--- src/rtl/sid_audio_decimator.sv ---
// Boxcar decimator for SID audio: averages 2^LOG2_N input samples into one
// output sample and buffers results in a small FIFO drained by I2S requests.
module sid_audio_decimator #(
  parameter int LOG2_N    = 5,
  parameter int FIFO_LOG2 = 2
) (
  input  logic                   clk,
  input  logic                   rst,
  input  logic                   in_en,
  input  logic [15:0]            in_sample,
  input  logic                   out_req,
  output logic [15:0]            out_sample,
  output logic [FIFO_LOG2:0]     fifo_level,
  output logic [7:0]             overflow_cnt,
  output logic [7:0]             underrun_cnt
);

  localparam int AW    = 16 + LOG2_N;
  localparam int DEPTH = 1 << FIFO_LOG2;
  localparam logic [LOG2_N-1:0] CNT_LAST = '1;

  // Handshake: there is no backpressure in either direction. in_en is a
  // one-cycle valid with no ready (excess results are dropped and counted);
  // every out_req cycle is one request, served from the FIFO or counted as
  // an underrun, with the data appearing on out_sample the following cycle.

  logic signed [AW-1:0]  acc;
  logic [LOG2_N-1:0]     cnt;
  logic [15:0]           mem [DEPTH];
  logic [FIFO_LOG2:0]    wr_ptr;
  logic [FIFO_LOG2:0]    rd_ptr;

  logic signed [AW-1:0]  sum;
  logic signed [AW-1:0]  shifted;
  logic [15:0]           result;
  logic                  push;
  logic                  pop;
  logic                  empty;
  logic                  full;
  logic                  push_ok;

  always_comb begin
    sum     = acc + {{LOG2_N{in_sample[15]}}, in_sample};
    shifted = sum >>> LOG2_N;
    result  = shifted[15:0];
    push    = in_en && (cnt == CNT_LAST);
    empty   = (wr_ptr == rd_ptr);
    full    = (wr_ptr[FIFO_LOG2] != rd_ptr[FIFO_LOG2]) &&
              (wr_ptr[FIFO_LOG2-1:0] == rd_ptr[FIFO_LOG2-1:0]);
    pop     = out_req && !empty;
    // A simultaneous pop frees the slot the write lands in.
    push_ok = push && (!full || pop);
  end

  assign fifo_level = wr_ptr - rd_ptr;

  always_ff @(posedge clk) begin
    if (rst) begin
      acc          <= '0;
      cnt          <= '0;
      wr_ptr       <= '0;
      rd_ptr       <= '0;
      out_sample   <= '0;
      overflow_cnt <= '0;
      underrun_cnt <= '0;
    end else begin
      if (in_en) begin
        if (push) begin
          acc <= '0;
          cnt <= '0;
        end else begin
          acc <= sum;
          cnt <= cnt + 1'b1;
        end
      end

      if (push_ok) begin
        mem[wr_ptr[FIFO_LOG2-1:0]] <= result;
        wr_ptr <= wr_ptr + 1'b1;
      end else if (push && overflow_cnt != 8'hFF) begin
        overflow_cnt <= overflow_cnt + 8'd1;
      end

      if (pop) begin
        out_sample <= mem[rd_ptr[FIFO_LOG2-1:0]];
        rd_ptr     <= rd_ptr + 1'b1;
      end else if (out_req && underrun_cnt != 8'hFF) begin
        underrun_cnt <= underrun_cnt + 8'd1;
      end
    end
  end

endmodule

--- config.mk ---
export PLATFORM = sky130hd
export DESIGN_NAME = sid_audio_decimator
export DESIGN_NICKNAME = d
export VERILOG_FILES = /design/src/rtl/sid_audio_decimator.sv
export SDC_FILE = /design/constraint.sdc
export NUM_CORES = 1
export LEC_CHECK = 0
export BUFFER_PORTS_ARGS = -buffer_cell sky130_fd_sc_hd__buf_2
export CAP_MARGIN = 25
export CORE_ASPECT_RATIO = 1.5
export CORE_MARGIN = 1
export CORE_UTILIZATION = 64
export DETAILED_ROUTE_END_ITERATION = 10
export PLACE_DENSITY_LB_ADDON = 0.3
export RECOVER_POWER = 25
export SLEW_MARGIN = 15
export SYNTH_ARGS = -nofsm -noshare
export SYNTH_HDL_FRONTEND = slang
export SYNTH_SLANG_ARGS = --single-unit
--- constraint.sdc ---
create_clock -name clk -period 7.72 [get_ports clk]
set_clock_uncertainty 0.1 [all_clocks]
set_input_delay 0.772 -clock clk [delete_from_list [all_inputs] [get_ports clk]]
set_output_delay 0.772 -clock clk [all_outputs]
set_load 0.01 [all_outputs]
==> run_results.csv <==
group,metric,value,unit
grt,grt_pass1_wl,20200,microns
routing,vias_per_cell,6.13,
sta,drv_slew,0,
worst_setup_path,r2r_cells,9,
cts,cts_resized,0,
sta,setup_viol,0,
cts,numCtsBuffers,17,
cells_and_area,final_util,74.4,%
synthesis,ys_ff_latch,128,
cells_and_area,final_nets,645,
synthesis,ys.flop_type,"edfxtp_1",
sta,fin_crit,3.22,ns
die,dieArea,0.00982,sq mm
worst_setup_path,crit_path_end_kind,"register",
grt,antenna_found_initial,0,
worst_setup_path,critPathKind,"reg2reg",
die,coreArea,0.00920,sq mm
synthesis,postSynthAreaPerCell,11.1,sq um
routing,ant_nets,0,
sta,fin_setup_tns,0,ns
sta,rsz0062_at_grt,"false",
synthesis,yosys.cell_types.count,50,
worst_setup_path,crit_arrival,3.38,ns
worst_setup_path,r2r_start,"rd_ptr[1]",
routing,dr.pass1.iters,7,
placement,port_buffers,54,
sta,tightest_slew,1.03,ns
routing,num_vias,4394,
worst_setup_path,reg2reg_to,"overflow_cnt[6]",
synthesis,ys_seq_area_share,53.1,%
worst_setup_path,cp-start-kind,"register",
cts,cts_setup_buffers,0,
cts,cts_tree,"done",
placement,postPlaceCellArea,0.00636,sq mm
synthesis,synthesis.area,0.00603,sq mm
cells_and_area,final_cell_area,0.00684,sq mm
cts,htreeDepth,4,
routing,post-route-drc-count,0,
synthesis,synthCells,542,
sta,max_freq,311,MHz
grt,grtUsageTotal,28.2,%
hold_path,hold_path.class,"reg2reg",
routing,wirelength,12900,microns
cells_and_area,drive_gt1_share,11.7,%
power,ir_drop,190,uV
placement,gp_congestion,1.01,
cts,clk_latency,0.41,ns
synthesis,synth_edf_count,64,
die,initial_core_util,65.5,%
routing,routedWlPerCell,18.0,microns
cts,hold_buffers,0,
placement,hpwl,8140,microns
flow_run,maxCapViolations,0,
cells_and_area,syn_to_final_growth,13.5,%
sta,relSlewSlack,31.5,%
synthesis,synthArstFlopShare,0,%
outcome,status,"finished clean",
grt,gr-total-overflow,0,
hold_path,whs_path_depth,2,
die,rows,43,
power,p_per_area,258,mW/mm^2
synthesis,yosysTopAreaCell,"edfxtp_1",
worst_setup_path,reg2reg_slack,4.50,ns
die,io_pins,55,
synthesis,syn-num-nets,595,
hold_path,min_to,"out_sample[10]",
cts,clock_sinks,128,
sta,hold_violations,0,
grt,grt_max_degree,58,
synthesis,ys_top_cells_by_area,"edfxtp_1 32%, dfxtp_1 21%, ha_1 6.4%",
worst_setup_path,cp.required,7.88,ns
routing,first_iter_violations,333,
cts,clockRootBuffer,"clkbuf_16",
sta,period_share,41.7,%
die,die_w,81.2,microns
synthesis,yosys_warnings,0,
hold_path,hold_start,"out_sample[10]",
cells_and_area,antennaDiodeCount,0,
worst_setup_path,crit_fanout,20,
cts,cts.clk_slew.worst_paths,0.05,ns
grt,grt_pass1_vias,4278,
synthesis,yosysTopAreaCellShare,31.9,%
die,die_y,121,microns
cts,clockBufferDepth,2,
power,leakage,2.64,nW
[power by group]
part / switching [W] / internal, W / leakage [nW]
clock network: 0.000279 / 0.000435 / 0.255
registers: 0.0000136 / 0.000774 / 1.10
logic: 0.000166 / 0.0000995 / 1.29
[routing by layer]
| metal | wire (microns) | part of all wire, % | global-route usage (%) |
|---|---|---|---|
| met5 | 0 | 0 | 0 |
| met4 | 357 | 2.8 | 12.2 |
| met3 | 972 | 7.5 | 7.82 |
| met2 | 6710 | 52 | 49.2 |
| met1 | 4870 | 38 | 31.4 |
[how the worst max path moves through the flow]
stage            startpoint               to  cells past startpoint
2_1_floorplan  in_sample[7]          acc[13]                      8
3_3_place_gp   in_sample[0]       mem[0][15]                     11
3_5_place_dp   in_sample[0]       mem[1][15]                     11
4_1_cts           rd_ptr[1]        mem[3][5]                      6
5_1_grt           rd_ptr[1]  overflow_cnt[6]                      9
6_report          rd_ptr[1]  overflow_cnt[6]                      9
[cell type report]
class | count | area, sq um
inverters | 12 | 45.0
repair buffers | 57 | 251
fillers | 615 | 2360
multi-input cells | 376 | 2670
clock buffers | 19 | 433
flip-flops and latches | 128 | 3200
well taps | 112 | 140
clock inverters | 13 | 97.6
[cells in the mapped netlist, types with 7 or more instances]
library cell,n
a21o_1,11
a21oi_1,42
a22o_1,8
and2_1,8
and3_1,9
clkbuf_1,23
dfxtp_1,64
edfxtp_1,64
ha_1,31
inv_1,12
mux4_2,16
nand2_1,61
nand2b_1,9
nand3_1,7
nor2_1,58
o21ai_0,14
xnor2_1,17
xor2_1,17
[critical path, stage by stage (launching register included)]
cell	delay [ns]
dfxtp_1	0.95
inv_1	0.11
ha_1	0.33
nand2_1	0.06
nor3_1	0.39
o2111ai_1	0.41
nor2_1	0.24
nand4_1	0.19
xor2_1	0.23
nor2_1	0.05
[flip-flops by register name (all words and copies together) (netlist names)]
name          count
underrun_cnt      8
mem              64
cnt               5
wr_ptr            3
out_sample       16
acc              21
rd_ptr            3
overflow_cnt      8
[cells by family (layout without fill, tap and decap cells)]
kind of cell               count (synthesis)  in the layout  share of synthesized area [%]
and+or+nand+nor                          174            174                           13.0
DFF                                      128            128                           53.1
AOI/OAI and AO/OA                        113            113                           12.4
buffers and inverters                     38            101                           2.41
xor gates and xnor gates                  34             34                           4.94
adders and majority gates                 33             33                           7.10
muxes                                     22             22                           7.00
[cell usage in the layout (no fill, tap or decap), drive strengths merged, types with 11 or more instances in the layout]
cell type   n
a21o       11
a21oi      43
buf        24
clkbuf     52
dfxtp      64
edfxtp     64
ha         31
inv        12
mux4       16
nand2      61
nor2       58
o21ai      14
xnor2      17
xor2       17
[metrics by stage]
step	cells	worst slack (ns)	hold WS [ns]	total power, W
after floorplan	542	4.78	0.340	0.000995
after global placement	685	4.54	0.341	0.00105
after detailed placement	685	4.42	0.344	0.00106
after CTS	717	4.53	0.350	0.00177
after global routing	717	4.28	0.378	0.00183
final	717	4.50	0.352	0.00177
(Power assumes the default switching activity.)
